File: config.mk
export PLATFORM = sky130hd
export DESIGN_NAME = board_ram_ctrl
export DESIGN_NICKNAME = d
export VERILOG_FILES = /design/src/rtl/board_ram_ctrl.sv
export SDC_FILE = /design/constraint.sdc
export NUM_CORES = 1
export LEC_CHECK = 0
export ABC_AREA = 1
export BUFFER_PORTS_ARGS = -buffer_cell sky130_fd_sc_hd__buf_2
export CORE_MARGIN = 4
export CORE_UTILIZATION = 50
export DETAILED_ROUTE_END_ITERATION = 8
export HOLD_SLACK_MARGIN = 0.05
export PLACE_DENSITY_LB_ADDON = 0.1
export SLEW_MARGIN = 20
export SYNTH_ARGS = -nofsm -noshare
export SYNTH_HDL_FRONTEND = slang
export SYNTH_SLANG_ARGS = --single-unit
File: constraint.sdc
create_clock -name clk -period 5.7 [get_ports clk]
set_clock_uncertainty 0.15 [all_clocks]
set_input_delay 0.285 -clock clk [delete_from_list [all_inputs] [get_ports clk]]
set_output_delay 0.285 -clock clk [all_outputs]
set_load 0.1 [all_outputs]
File: src/rtl/board_ram_ctrl.sv
// Battleship board RAM controller: 10x10 grid of 2-bit cells with a request FSM, a full-board sweep clear and a free-running display read port.
// Optional ship-cell counter and all-sunk flag are built when BOARD_HITCOUNT_EN is defined.
module board_ram_ctrl (
  input  logic       clk,
  input  logic       sysreset_n,
  input  logic       req,
  input  logic [7:0] ram_addr,
  input  logic       ram_we,
  input  logic [1:0] wr_val,
  output logic [1:0] rd_val,
  output logic       rd_valid,
  output logic       busy,
  output logic       overrun,
  input  logic       clear_req,
  output logic       clear_done,
  input  logic [6:0] disp_addr,
  output logic [1:0] disp_val,
  output logic [6:0] ship_cells,
  output logic       all_sunk
);

  typedef enum logic [1:0] {IDLE, ACCESS, RESP, CLEAR} state_t;

  state_t     state, state_nxt;
  logic [7:0] acc_addr;
  logic       acc_we;
  logic [1:0] acc_val;
  logic [6:0] clr_cnt;
  logic [1:0] mem [0:99];

  logic       acc_ok;
  logic [6:0] acc_idx;
  logic [1:0] old_val;
  logic       commit;
  logic       accept;
  logic       start_clr;

  function automatic logic addr_ok(input logic [7:0] a);
    return (a[7:4] <= 4'd9) && (a[3:0] <= 4'd9);
  endfunction

  function automatic logic [6:0] lin_idx(input logic [7:0] a);
    return {3'b000, a[7:4]} * 7'd10 + {3'b000, a[3:0]};
  endfunction

  assign acc_ok    = addr_ok(acc_addr);
  assign acc_idx   = lin_idx(acc_addr);
  // Out-of-bounds cells read as "hit" so software treats them as occupied.
  assign old_val   = acc_ok ? mem[acc_idx] : 2'b11;
  assign commit    = (state == ACCESS) && acc_we && acc_ok;
  assign accept    = (state == IDLE) && req && !clear_req;
  assign start_clr = (state == IDLE) && clear_req;

  assign rd_valid   = (state == RESP);
  assign busy       = (state != IDLE);
  assign clear_done = (state == CLEAR) && (clr_cnt == 7'd99);

  always_comb begin
    state_nxt = state;
    case (state)
      IDLE: begin
        if (clear_req)  state_nxt = CLEAR;
        else if (req)   state_nxt = ACCESS;
      end
      ACCESS:           state_nxt = RESP;
      RESP:             state_nxt = IDLE;
      CLEAR: begin
        if (clr_cnt == 7'd99) state_nxt = IDLE;
      end
      default:          state_nxt = IDLE;
    endcase
  end

  always_ff @(posedge clk) begin
    if (!sysreset_n) begin
      state   <= IDLE;
      clr_cnt <= 7'd0;
      overrun <= 1'b0;
      rd_val  <= 2'b00;
    end else begin
      state <= state_nxt;
      if (req && ((state != IDLE) || clear_req)) overrun <= 1'b1;
      if (start_clr)               clr_cnt <= 7'd0;
      else if (state == CLEAR)     clr_cnt <= clr_cnt + 7'd1;
      if (state == ACCESS)         rd_val  <= old_val;
    end
  end

  always_ff @(posedge clk) begin
    if (accept) begin
      acc_addr <= ram_addr;
      acc_we   <= ram_we;
      acc_val  <= wr_val;
    end
  end

  // Storage is never reset; writes are held off while reset is asserted so an aborted sweep stops cleanly.
  always_ff @(posedge clk) begin
    if (sysreset_n) begin
      if (commit)                mem[acc_idx] <= acc_val;
      else if (state == CLEAR)   mem[clr_cnt] <= 2'b00;
    end
  end

  always_ff @(posedge clk) begin
    if (!sysreset_n)                disp_val <= 2'b00;
    else if (disp_addr < 7'd100)    disp_val <= mem[disp_addr];
    else                            disp_val <= 2'b00;
  end

`ifdef BOARD_HITCOUNT_EN
  logic [6:0] ship_cnt;
  logic       placed;

  always_ff @(posedge clk) begin
    if (!sysreset_n) begin
      ship_cnt <= 7'd0;
      placed   <= 1'b0;
    end else if (start_clr) begin
      ship_cnt <= 7'd0;
      placed   <= 1'b0;
    end else if (commit) begin
      if ((old_val != 2'b01) && (acc_val == 2'b01))      ship_cnt <= ship_cnt + 7'd1;
      else if ((old_val == 2'b01) && (acc_val != 2'b01)) ship_cnt <= ship_cnt - 7'd1;
      if (acc_val == 2'b01) placed <= 1'b1;
    end
  end

  assign ship_cells = ship_cnt;
  assign all_sunk   = placed && (ship_cnt == 7'd0);
`else
  assign ship_cells = 7'd0;
  assign all_sunk   = 1'b0;
`endif

endmodule

; Yosys cells after proc, flatten, opt, wreduce, memory -nomap -nowiden
; Memory sizes are Yosys's and may differ from the RTL's. A register that Yosys moved wholly into a read port is not among the register bits.
; Index checks and enable logic that the tools add are counted.
[totals]
reg_bits = 23
latchBits = 0
ramBits = 200
romBits = 0
out_inout_bits = 16
wordCells = 53
n_memories = 1
[mem_list]
columns = name, depth, width, read_ports, rd_ports_with_merged_regs, write_ports, line
row1 = mem, 100, 2, 2, 1, 1, 29  ; logic [1:0] mem [0:99];
[op_classes]
addsub = 2
mul = 1
div = 0
n_lt_le_gt_ge = 3
eq_ne = 6
n_shift = 0
n_mux = 15
bitwise_logic = 1
reduce_logical = 17
[op_table]
columns = op, count
row1 = two-way mux 2 bit, 5
row2 = <= comparator 4 bit (second input constant), 2
row3 = logical AND 1 bit, 8
row4 = two-way mux 1 bit, 8
row5 = case mux 2 bit (4 select lines), 1
row6 = adder 7 x 1 -> 7 bit (second input constant), 1
row7 = adder 7 x 4 -> 7 bit, 1
row8 = == test 7 bit (second input constant), 1
row9 = less-than comparator 7 bit (second input constant), 1
row10 = two-way mux 7 bit, 1
row11 = multiplier 4 x 3 -> 6 bit (second input constant), 1
row12 = == test 2 bit (second input constant), 2
row13 = AND reduction 2 bit, 2
row14 = OR reduction 2 bit, 2
row15 = inequality test 3 bit (second input constant), 1
row16 = == test 2 x 1 -> 1 bit (second input constant), 1
row17 = zero test 1 bit, 2
row18 = zero test 2 bit, 1
row19 = inequality test 2 x 1 -> 1 bit (second input constant), 1
row20 = nonzero test 2 bit, 1
row21 = logical OR 1 bit, 1
row22 = NOT 1 bit, 1

; Depth between registers and ports, before layout
; Gate-level depths: netlist of run 1.
[depth]
ltp_word = 8
ltp_mapped = 15

; Least setup slack after synthesis of run 1
; No wires, ideal clock.
[synth_timing]
path_kind = register to register
startpoint = register acc_addr[5]
endpoint = memory mem[32][0], enable pin
t_arrival_ps = 2456
t_required_ps = 5241
setup_slack_ps = 2785
path_stages_with_launch = 13
path_buffers = 0
synth_period_minus_slack_ps = 2915
cell_sequence = edfxtp_1 -> ha_1 -> ha_1 -> inv_1 -> fa_1 -> xnor2_2 -> inv_2 -> nand2_1 -> o21ai_2 -> inv_2 -> nor3_1 -> nand2_1 -> nor2_1
[synth_between]
elab_chain_len = 8
word_cells_on_any_way = 14
classes_between = 1 x add/sub / 1 x mul / 1 x order compare / 8 x mux / 3 x reduce/logical
[synth_lines]
columns = element, line
row1 = "start, declared", 25  ; logic [7:0] acc_addr;
row2 = "start signal, assigned", 91  ; acc_addr <= ram_addr;
row3 = "parallel branches: the longest is 8 deep, another holds adder 7 x 4 -> 7 bit", n/a
row4 = "end, declared", 29
; Parallel ways; which one is timed is not known.

; Worst setup path after layout of run 1
[layout_timing]
startpoint = register acc_addr[1]
endpoint = memory mem[5][0], enable pin
[layout_between]
elab_chain_len = 8
word_cells_on_any_way = 13
classes_between = 1 x add/sub / 1 x order compare / 8 x mux / 3 x reduce/logical
[layout_lines]
columns = element, line
row1 = <= comparator 4 bit, 39  ; return (a[7:4] <= 4'd9) && (a[3:0] <= 4'd9);
row2 = logical AND 1 bit, 39
row3 = logical AND 1 bit, 50  ; assign commit = (state == ACCESS) && acc_we && acc_ok;
row4 = two-way mux 1 bit, 100  ; if (commit) mem[acc_idx] <= acc_val;
row5 = two-way mux 1 bit, 99  ; if (sysreset_n) begin
row6 = two-way mux 1 bit (implied by the code), 101  ; else if (state == CLEAR) mem[clr_cnt] <= 2'b00;
row7 = OR reduction 2 bit (no source line), n/a
row8 = two-way mux 7 bit (no source line) / two-way mux 1 bit (equally long branches), n/a
; Parallel ways exist; a longest one is shown, timed or not.

==> metrics.txt, run 1 <==
outcome finished clean; CP Capture Type register; worst-path maximum fanout 16; worst hold path type input port to register; cell taking the most area after synthesis edfxtp_1; Leakage between 0.005 and 0.006 uW; core area 23700 um^2; largest family of logic cells by synthesized area simple AND/OR/NAND/NOR gates; Yosys reg bits 225; Die Footprint 26800 um^2; first-pass GRT wire length 55.1 mm; io pins 38; post-DP HPWL ~22 mm; Reg-to-Reg Start acc_addr[1]$_DFFE_PP_; largest net degree at the start of global routing 94; Die Ht 164 um; # diodes 0; drt pass-1 iters 8; CP max stage delay 1.09 ns; Seq/Total Area, Yosys 54.5%; Post-DRT Antenna Nets 0; Hold Path Depth 5; CP max stage cell fa_1; Final TNS setup 0 ns; clock network power share roughly two fifths; clock buffer depth 3; CTS Sinks 225; number of global-route vias before repair roughly 9900; DRC Markers 0; post-synthesis xor/xnor area fraction 0.351%; Rel. slew slack 27.1%; Setup CP Type register to register; input/output buffers 29; DR WL/cell 20.2 um; Post-Syn Area about 12000 um^2; R2R Path End mem[5][0]$_DFFE_PP_; CTS Buf Count 25; Area Overhead vs Synth 10.1%; FILL cells 2240; post-CTS setup buffer count 0; synthesized instance count 1443; WP data arrival ~4.0 ns; Required @ worst endpoint roughly 5.8 ns; CTS tree done; Initial Util between 50% and 60%; worst-margin pin slew ~1.1 ns; initial DRC count 1107; RSZ-0062 raised after global routing false; Internal 2850 uW; initial antenna violation count 0; P_sw about 1100 uW; Worst-Skew Late Latency ~0.53 ns; total grt overflow 0; GP Congestion 0.872; final worst path period share 69.1%; Vias between 10000 and 15000; Avg Cell Area, Syn 8.41 um^2; critical-path cell list ha_2, fa_1, nand2_1, o21ai_0, inv_1, nor2_1, nand3_1, nor2_1; Synth cell types 32; compound-cell area share of the yosys netlist 11.6%; simple-gate share of the synthesized area 23.7%; layout cell share with drive strength beyond 1 around 6.6%; part of the power in registers 46.3%; FP Rows 56; pwr/cell area 295 nW/um^2; Yosys warnings 0; switching share of total power 27.6%; Hold Path Sink disp_val[0]$_SDFF_PN0_; Max-Cap Viols 0; register-to-register setup slack 1.76 ns; fmax 0.254 GHz; Post-synth EDFFs 211; Total Wirelength 36.1 mm; root buf cell clkbuf_16; Yosys top cell area share 52.2%; # setup viols final 0; Comb pwr share 15.1%; H-Tree Depth 1; Max VDD drop about 0.23 mV; worst hold path startpoint disp_addr[5]; R2R depth 8; nets@finish about 1500; Post-Synth Adder-Cell Area 1.16%; max-slew violations 0; post-synthesis async set-or-reset flop share 0%; critical path startpoint category register; multiplexer share of the synthesized area 0%; GRT Util Overall 26.9%; crit path time final 3.94 ns; vias per cell 5.77; Hold Worst Slack 0.114 ns; most used cell, CP nor2_1; Hold Vio Cnt, Final 0; clock-pin slew on the worst setup and hold paths about 0.060 ns; largest cells by area after synthesis edfxtp_1 52%, nand2_1 8.6%, nand3_1 7.3%, nor2_1 6.3%, inv_1 4.9%; die width 164 um; Primary FF master, synth edfxtp_1
per-layer routing:
metal / routed length (um) / global-route usage (%) / vias to the layer above
li1: - / - / 4857
met2: 17300 / 45.1 / 457
met5: 0 / 0 / -
met3: 3020 / 3.96 / 122
met1: 14200 / 35.5 / 4878
met4: 1540 / 10.3 / 0
how the worst max path moves through the flow:
| stage | start | to | slack (ns) | depth (start not counted) |
|---|---|---|---|---|
| 5_1_grt | acc_addr[1]$_DFFE_PP_ | mem[69][1]$_DFFE_PP_ | 1.61 | 8 |
| 3_5_place_dp | acc_addr[1]$_DFFE_PP_ | mem[5][0]$_DFFE_PP_ | 1.80 | 8 |
| 3_3_place_gp | acc_addr[4]$_DFFE_PP_ | mem[29][0]$_DFFE_PP_ | 1.90 | 8 |
| 2_1_floorplan | acc_addr[5]$_DFFE_PP_ | mem[32][0]$_DFFE_PP_ | 2.78 | 12 |
| 4_1_cts | acc_addr[1]$_DFFE_PP_ | mem[5][0]$_DFFE_PP_ | 1.78 | 8 |
| 6_report | acc_addr[1]$_DFFE_PP_ | mem[5][0]$_DFFE_PP_ | 1.76 | 8 |
sequential cells by signal, indices dropped and copies added, names as in the netlist:
name	count
mem	200
acc_addr	8
clr_cnt	7
acc_val	2
disp_val	2
rd_val	2
state	2
acc_we	1
overrun	1
power groups by stage:
stage / Sequential (uW) / Combinational [uW] / Clock (uW)
after CTS: 1820 / 586 / 1530
after global routing: 1820 / 640 / 1600
after global placement: 1860 / 573 / 0
after floorplan: 1880 / 377 / 0
final: 1820 / 594 / 1520
after detailed placement: 1860 / 574 / 0
cells in the final DEF, fill, tap and decap left out, types with 2 or more instances in the layout:
| master | n |
|---|---|
| nand2_1 | 279 |
| edfxtp_1 | 211 |
| nor2_1 | 204 |
| nand3_1 | 177 |
| inv_1 | 156 |
| o21ai_0 | 112 |
| a21oi_1 | 96 |
| o211ai_1 | 41 |
| buf_2 | 28 |
| clkbuf_16 | 25 |
| buf_4 | 21 |
| dlygate4sd3_1 | 17 |
| dfxtp_1 | 14 |
| nand4_1 | 13 |
| clkbuf_1 | 9 |
| inv_2 | 8 |
| conb_1 | 8 |
| nor3_1 | 7 |
| ha_1 | 7 |
| clkinv_1 | 7 |
| o21ai_2 | 5 |
| clkbuf_8 | 3 |
| xnor2_1 | 2 |
| nand3b_1 | 2 |
| o22ai_1 | 2 |
| fa_1 | 2 |
synthesized netlist by cell type (5+ instances only):
cell and number:
nand2_1 279, edfxtp_1 211, nor2_1 204, nand3_1 177
inv_1 158, o21ai_0 112, a21oi_1 96, clkbuf_1 54
o211ai_1 41, buf_2 25, dfxtp_1 14, nand4_1 13
buf_4 9, ha_1 8, inv_2 7, nor3_1 7
buf_1 5, o21ai_2 5
area by class of cell:
| cell class | count | area [um^2] | share of cell area (%) |
|---|---|---|---|
| timing repair buffer | 66 | 468 | 3.50 |
| inverter | 165 | 621 | 4.65 |
| tap | 319 | 399 | 2.99 |
| sequential | 225 | 6620 | 49.5 |
| clock inverter | 8 | 56.3 | 0.422 |
| multi-input combinational | 966 | 4500 | 33.7 |
| clock buffer | 37 | 701 | 5.25 |
metrics by stage:
step | setup WS (ns) | area, um^2 | power [uW] | instances | util (%)
2_1_floorplan | 2.78 | 12200 | 2260 | 1450 | -
3_3_place_gp | 1.90 | 12400 | 2430 | 1724 | 52.5
3_5_place_dp | 1.80 | 12400 | 2430 | 1724 | 52.5
4_1_cts | 1.78 | 13400 | 3950 | 1786 | 56.4
5_1_grt | 1.61 | 13400 | 4060 | 1786 | 56.4
6_report | 1.76 | 13400 | 3940 | 1786 | 56.4
critical path, delay by kind of cell, from the launching register on:
kind / cells / cell delay, ns
compound gates: 1 / 0.16
fa+ha+maj: 2 / 1.30
buf+inv: 1 / 0.09
flops: 1 / 0.40
simple gates: 4 / 1.49
logic make-up after synthesis:
kind of cell,count (synthesis)
AND/OR/NAND/NOR,687
buffers and inverters,259
other,1
flip-flops,225
XOR/XNOR,4
AO/OA/AOI/OAI,257
adder cells (fa/ha/maj),10
what timing repair did:
item | CTS | global route
hold endpoints to repair | 18 | 0
gates resized for setup | 0 | 0
hold buffers | 17 | 0
Power figures use the tool's default switching activity.
==> run 2: changes to the inputs <==
==> constraint.sdc (replaced) <==
create_clock -name clk -period 4.1 [get_ports clk]
set_clock_uncertainty 0.15 [all_clocks]
set_input_delay 0.205 -clock clk [delete_from_list [all_inputs] [get_ports clk]]
set_output_delay 0.205 -clock clk [all_outputs]
set_load 0.1 [all_outputs]
==> run 2 against run 1 <==
Against the previous run:
- via count shrank 1.4%
- clock-buffer cell count shrank 7
- flip-flop and latch count is the same
- power grew 36%
- wire length shrank 1.8%
- sequential share of layout area shrank 0.30 points
- non-clock buffer count grew 9
- combinational power grew 41%
- hold slack gained 0.032 ns
==> metrics.txt, run 2 (same netlist as run 1, synthesis figures left out) <==
outcome finished clean; DRC Markers 0; critical path startpoint category register; CTS Sinks between 200 and 250; first-pass GRT wire length approximately 54 mm; Initial Util 51.2%; Seq. cell area 6620 um^2; Rel. slew slack 33.7%; post-DP HPWL 21.9 mm; final worst path period share between 80% and 90%; Die Footprint 26800 um^2; Non-Filler Instances 1793; # diodes 0; H-Tree Depth 1; number of instances in the placed design approximately 1700; dpl ws 0.615 ns; Max VDD drop 0.351 mV; Total Wirelength 35.4 mm; FILL cells 2203; CTS resizes 0; worst-margin pin slew between 0.9 and 1 ns; Leakage ~0.0052 uW; max-slew violations 0; cts hold-fix bufs 20; Die Ht 164 um; Area Overhead vs Synth 10.8%; # setup viols final 0; layout cell share with drive strength beyond 1 roughly 7%; worst hold path startpoint disp_addr[4]; Worst-Skew Late Latency 0.52 ns; max reg flops 200; Reg-to-Reg Start acc_addr[5]$_DFFE_PP_; RSZ-0062 raised after global routing false; initial DRC count 1018; min setup slack post-route 0.537 ns; worst-path maximum fanout 9; Setup CP Type register to register; post-CTS setup buffer count 0; vias per cell 5.67; drt pass-1 iters 5; most frequent cells in the layout 279 x nand2_1, 211 x edfxtp_1, 204 x nor2_1, 177 x nand3_1, 155 x inv_1; Hold Vio Cnt, Final 0; GP Congestion 0.830; initial antenna violation count 0; io pins 38; final core utilization 56.7%; commonest non-fill, non-tap cell in the layout nand2_1; input/output buffers 29; CTS tree done; core area 23700 um^2; total grt overflow 0; Critical Path Source acc_addr[5]$_DFFE_PP_; Vias 10200; Max-Cap Viols 0; clock-pin slew on the worst setup and hold paths 0.06 ns; root buf cell clkbuf_16; number of global-route vias before repair ~9600; Required @ worst endpoint 4.15 ns; die width 164 um; Final TNS setup 0 ns; largest net degree at the start of global routing 171; Top reg by flops mem; worst hold path type input port to register; CTS Buf Count 24; biggest regs mem x200, acc_addr x8, clr_cnt x7; nets@finish about 1500; GRT Util Overall 26.6%; clock buffer depth 3; Post-DRT Antenna Nets 0; pwr/cell area 399 nW/um^2; fmax 0.281 GHz; DR WL/cell between 15 and 20 um; crit path time final 3.56 ns; CP Capture Type register; FP Rows 56; WP data arrival roughly 3.6 ns; Multi-input gate area 4500 um^2
-- run 2: cell types whose count changed in the layout (fill, tap and decap cells not counted), moves of 2 or more --
cell           delta
dlygate4sd3_1     +3
clkbuf_1          -4
clkinvlp_4        +2
clkbuf_8          -3
buf_12            +4
buf_4             +2
inv_2             +2
-- run 2: area by class of cell --
class,count,area share (%)
Sequential cell,225,49.2
Multi-Input combinational cell,966,33.5
Clock buffer,30,4.80
Inverter,165,4.61
Timing Repair Buffer,75,4.41
Tap cell,319,2.97
Clock inverter,13,0.512
-- run 2: path summary, 6_finish.rpt --
path | end | slack [ns] | cells past startpoint
worst max register to register | mem[70][0]$_DFFE_PP_ | 0.54 | 11
worst min-delay path | disp_val[1]$_SDFF_PN0_ | 0.15 | 5
worst max-delay path | mem[70][0]$_DFFE_PP_ | 0.54 | 11
worst min register to register | clr_cnt[1]$_SDFFE_PP0P_ | 0.34 | 2
-- run 2: critical path, stage by stage (launching register included) --
cell and delay, ns:
edfxtp_1 0.45, ha_1 0.34, ha_1 0.20, inv_1 0.06
fa_1 0.46, xnor2_2 0.32, inv_2 0.11, nand2_1 0.09
o21ai_2 0.08, inv_2 0.14, nand4_1 0.47, nor2_1 0.36
-- run 2: metrics by stage --
step,cell area (um^2),power (uW),hold WS [ns]
after floorplan,12200,3140,0.154
after global placement,12500,3390,0.233
after detailed placement,12500,3390,0.233
after CTS,13400,5380,0.112
after global routing,13400,5550,0.156
final,13400,5360,0.146
-- run 2: where the power goes --
group          switching (uW)  internal, uW
Clock                     871          1110
Combinational             620           219
Sequential               8.61          2530
Total                    1500          3860
-- run 2: metal layers --
metal	vias to the layer above	track usage (%)	routed length, um
met5	-	0	0
met4	0	9.38	1300
met3	87	3.44	2520
met2	379	43.2	16900
met1	4842	36.9	14700
li1	4862	-	-
==> run 3: changes to the inputs <==
--- a/config.mk
+++ b/config.mk
@@ -6,12 +6,13 @@
 export NUM_CORES = 1
 export LEC_CHECK = 0
 export ABC_AREA = 1
-export BUFFER_PORTS_ARGS = -buffer_cell sky130_fd_sc_hd__buf_2
+export BUFFER_PORTS_ARGS = -buffer_cell sky130_fd_sc_hd__clkbuf_2
 export CORE_MARGIN = 4
-export CORE_UTILIZATION = 50
+export CORE_UTILIZATION = 30
 export DETAILED_ROUTE_END_ITERATION = 8
 export HOLD_SLACK_MARGIN = 0.05
 export PLACE_DENSITY_LB_ADDON = 0.1
+export REMOVE_ABC_BUFFERS = 1
 export SLEW_MARGIN = 20
 export SYNTH_ARGS = -nofsm -noshare
 export SYNTH_HDL_FRONTEND = slang
==> run 3 against run 2 <==
Against the previous run:
- non-clock buffer count rose by 6
- global-route usage fell by 8.3 points
- cell count rose by 12%
- fmax fell by 1.8%
- first-iteration DRC count fell by 30%
- die area rose by 63%
- hold slack improved by 0.059 ns
- clock power rose by 28%
- setup slack got worse by 0.064 ns
- wire length rose by 15%
- critical path type unchanged
- largest cell class unchanged
==> metrics.txt, run 3 (same netlist as run 1, synthesis figures left out) <==
Total Wirelength 40.7 mm; CTS Sinks 225; Setup CP Type register to register; R2R Path End mem[11][1]$_DFFE_PP_; Top reg by flops mem; R2R depth 11; GP Congestion 0.812; max reg flops 200; CTS Buf Count 28; # setup viols final 0; vias per cell 5.03; pwr/cell area 426 nW/um^2; initial DRC count 715; Required @ worst endpoint roughly 4.2 ns; RSZ-0062 raised after global routing false; CP Capture Type register; FP Rows 73; critical path startpoint category register; worst-path maximum fanout 9; Hold Path Sink disp_val[1]$_SDFF_PN0_; WP data arrival between 3 and 4 ns; worst-margin pin slew between 1 and 1.5 ns; CTS tree done; final worst path period share about nine tenths; clock buffer depth 3; placed inst area roughly 13000 um^2; fmax 0.276 GHz; post-DP HPWL 25.7 mm; initial antenna violation count 0; CTS resizes 0; max-slew violations 0; nets@finish 1499; core area 39800 um^2; io pins 38; min setup slack post-route 0.473 ns; biggest regs mem x200, acc_addr x8, clr_cnt x7; outcome finished clean; Leakage 0.00538 uW; Area Overhead vs Synth 15.2%; die width 209 um; Die Footprint ~44000 um^2; FILL cells 4207; first-pass GRT wire length 61.2 mm; Initial Util a little under a third; clock-pin slew on the worst setup and hold paths around 0.06 ns; root buf cell clkbuf_16; Hold Path Depth 5; Max VDD drop about 0.30 mV; Post-DRT Antenna Nets 0; DRC Markers 0; Worst-Skew Late Latency 0.56 ns; DR WL/cell 20.2 um; Rel. slew slack 26.6%; CP max stage delay ~0.47 ns; Hold Vio Cnt, Final 0; post-CTS setup buffer count 0; worst hold path type input port to register; drt pass-1 iters 5; GRT Util Overall 18.3%; register-to-register setup slack 0.47 ns; CP max stage cell edfxtp_1; crit path time final 3.63 ns; # diodes 0; worst hold path startpoint disp_addr[4]; critical-path cell list ha_1, ha_1, inv_1, fa_1, xnor2_2, inv_2, nand2_1, o21ai_2, inv_2, nand4_1, nor2_1; largest net degree at the start of global routing 171; number of global-route vias before repair slightly below 10000; H-Tree Depth 1; most frequent cells in the layout 279 x nand2_1, 211 x edfxtp_1, 204 x nor2_1, 177 x nand3_1, 156 x inv_1; Die Ht 209 um; Vias 10100; Reg-to-Reg Start acc_addr[5]$_DFFE_PP_; dpl ws 0.468 ns; commonest non-fill, non-tap cell in the layout nand2_1; layout cell share with drive strength beyond 1 under 10%; input/output buffers 29; total grt overflow 0; Max-Cap Viols 0; Final Instance Area 14000 um^2
==> run 3: cell count changes in the layout (fill, tap and decap cells not counted), moves of 4 or more <==
cell,change
buf_2,-28
clkbuf_2,+28
clkinv_2,+7
buf_4,+6
bufinv_16,+4
clkbuf_1,-4
clkbuf_16,+4
==> run 3: power breakdown <==
part / switching [uW] / total, uW / internal, uW / leakage [uW]
clock: 1000 / 2540 / 1530 / 0.000465
sequential: 9.19 / 2540 / 2530 / 0.00201
combinational: 653 / 875 / 222 / 0.00290
total: 1670 / 5950 / 4280 / 0.00538
==> run 3: what timing repair did <==
item	CTS	global route
hold buffers	20	0
setup endpoints to repair	0	0
hold endpoints to repair	24	0
==> run 3: how the worst max path moves through the flow <==
stage	from	endpoint	slack, ns	cells past startpoint
3_3_place_gp	acc_addr[5]$_DFFE_PP_	mem[29][1]$_DFFE_PP_	0.53	11
4_1_cts	acc_addr[5]$_DFFE_PP_	mem[27][0]$_DFFE_PP_	0.48	11
2_1_floorplan	acc_addr[0]$_DFFE_PP_	mem[65][0]$_DFFE_PP_	-1.49	6
5_1_grt	acc_addr[5]$_DFFE_PP_	mem[31][1]$_DFFE_PP_	0.26	11
3_5_place_dp	acc_addr[5]$_DFFE_PP_	mem[28][1]$_DFFE_PP_	0.47	11
6_report	acc_addr[5]$_DFFE_PP_	mem[11][1]$_DFFE_PP_	0.47	11
==> run 3: through the flow <==
stage | power (uW) | utilization, % | TNS [ns] | std cells | hold slack [ns]
5_1_grt | 6190 | 35.1 | 0 | 2014 | 0.204
3_3_place_gp | 3450 | 32.2 | 0 | 1942 | 0.234
3_5_place_dp | 3440 | 32.2 | 0 | 1942 | 0.234
2_1_floorplan | 3100 | - | -273.12 | 1356 | 0.154
6_report | 5950 | 35.1 | 0 | 2014 | 0.204
4_1_cts | 6020 | 35.1 | 0 | 2014 | 0.180
==> run 3: cell type report <==
type	count	area, um^2	area share, %
multi-input combinational	966	4500	32.2
tap	525	657	4.70
timing repair buffer	81	638	4.57
clock inverter	22	211	1.51
clock buffer	30	729	5.22
sequential	225	6620	47.4
inverter	165	619	4.43
==> run 3: critical path: cells and delay by family (launching register included) <==
kind                     cells  cell delay [ns]
AO/OA/AOI/OAI                1             0.09
XOR/XNOR                     1             0.40
adder cells (fa/ha/maj)      3             0.99
buffers and inverters        3             0.34
flip-flops                   1             0.47
AND/OR/NAND/NOR              3             0.86
==> run 3: metal layers <==
layer	vias up	share of wire [%]	GRT usage [%]
li1	4910	-	-
met1	4884	44	24.5
met2	276	49	31.5
met3	56	4.6	2.01
met4	0	2.4	4.82
met5	-	0	0
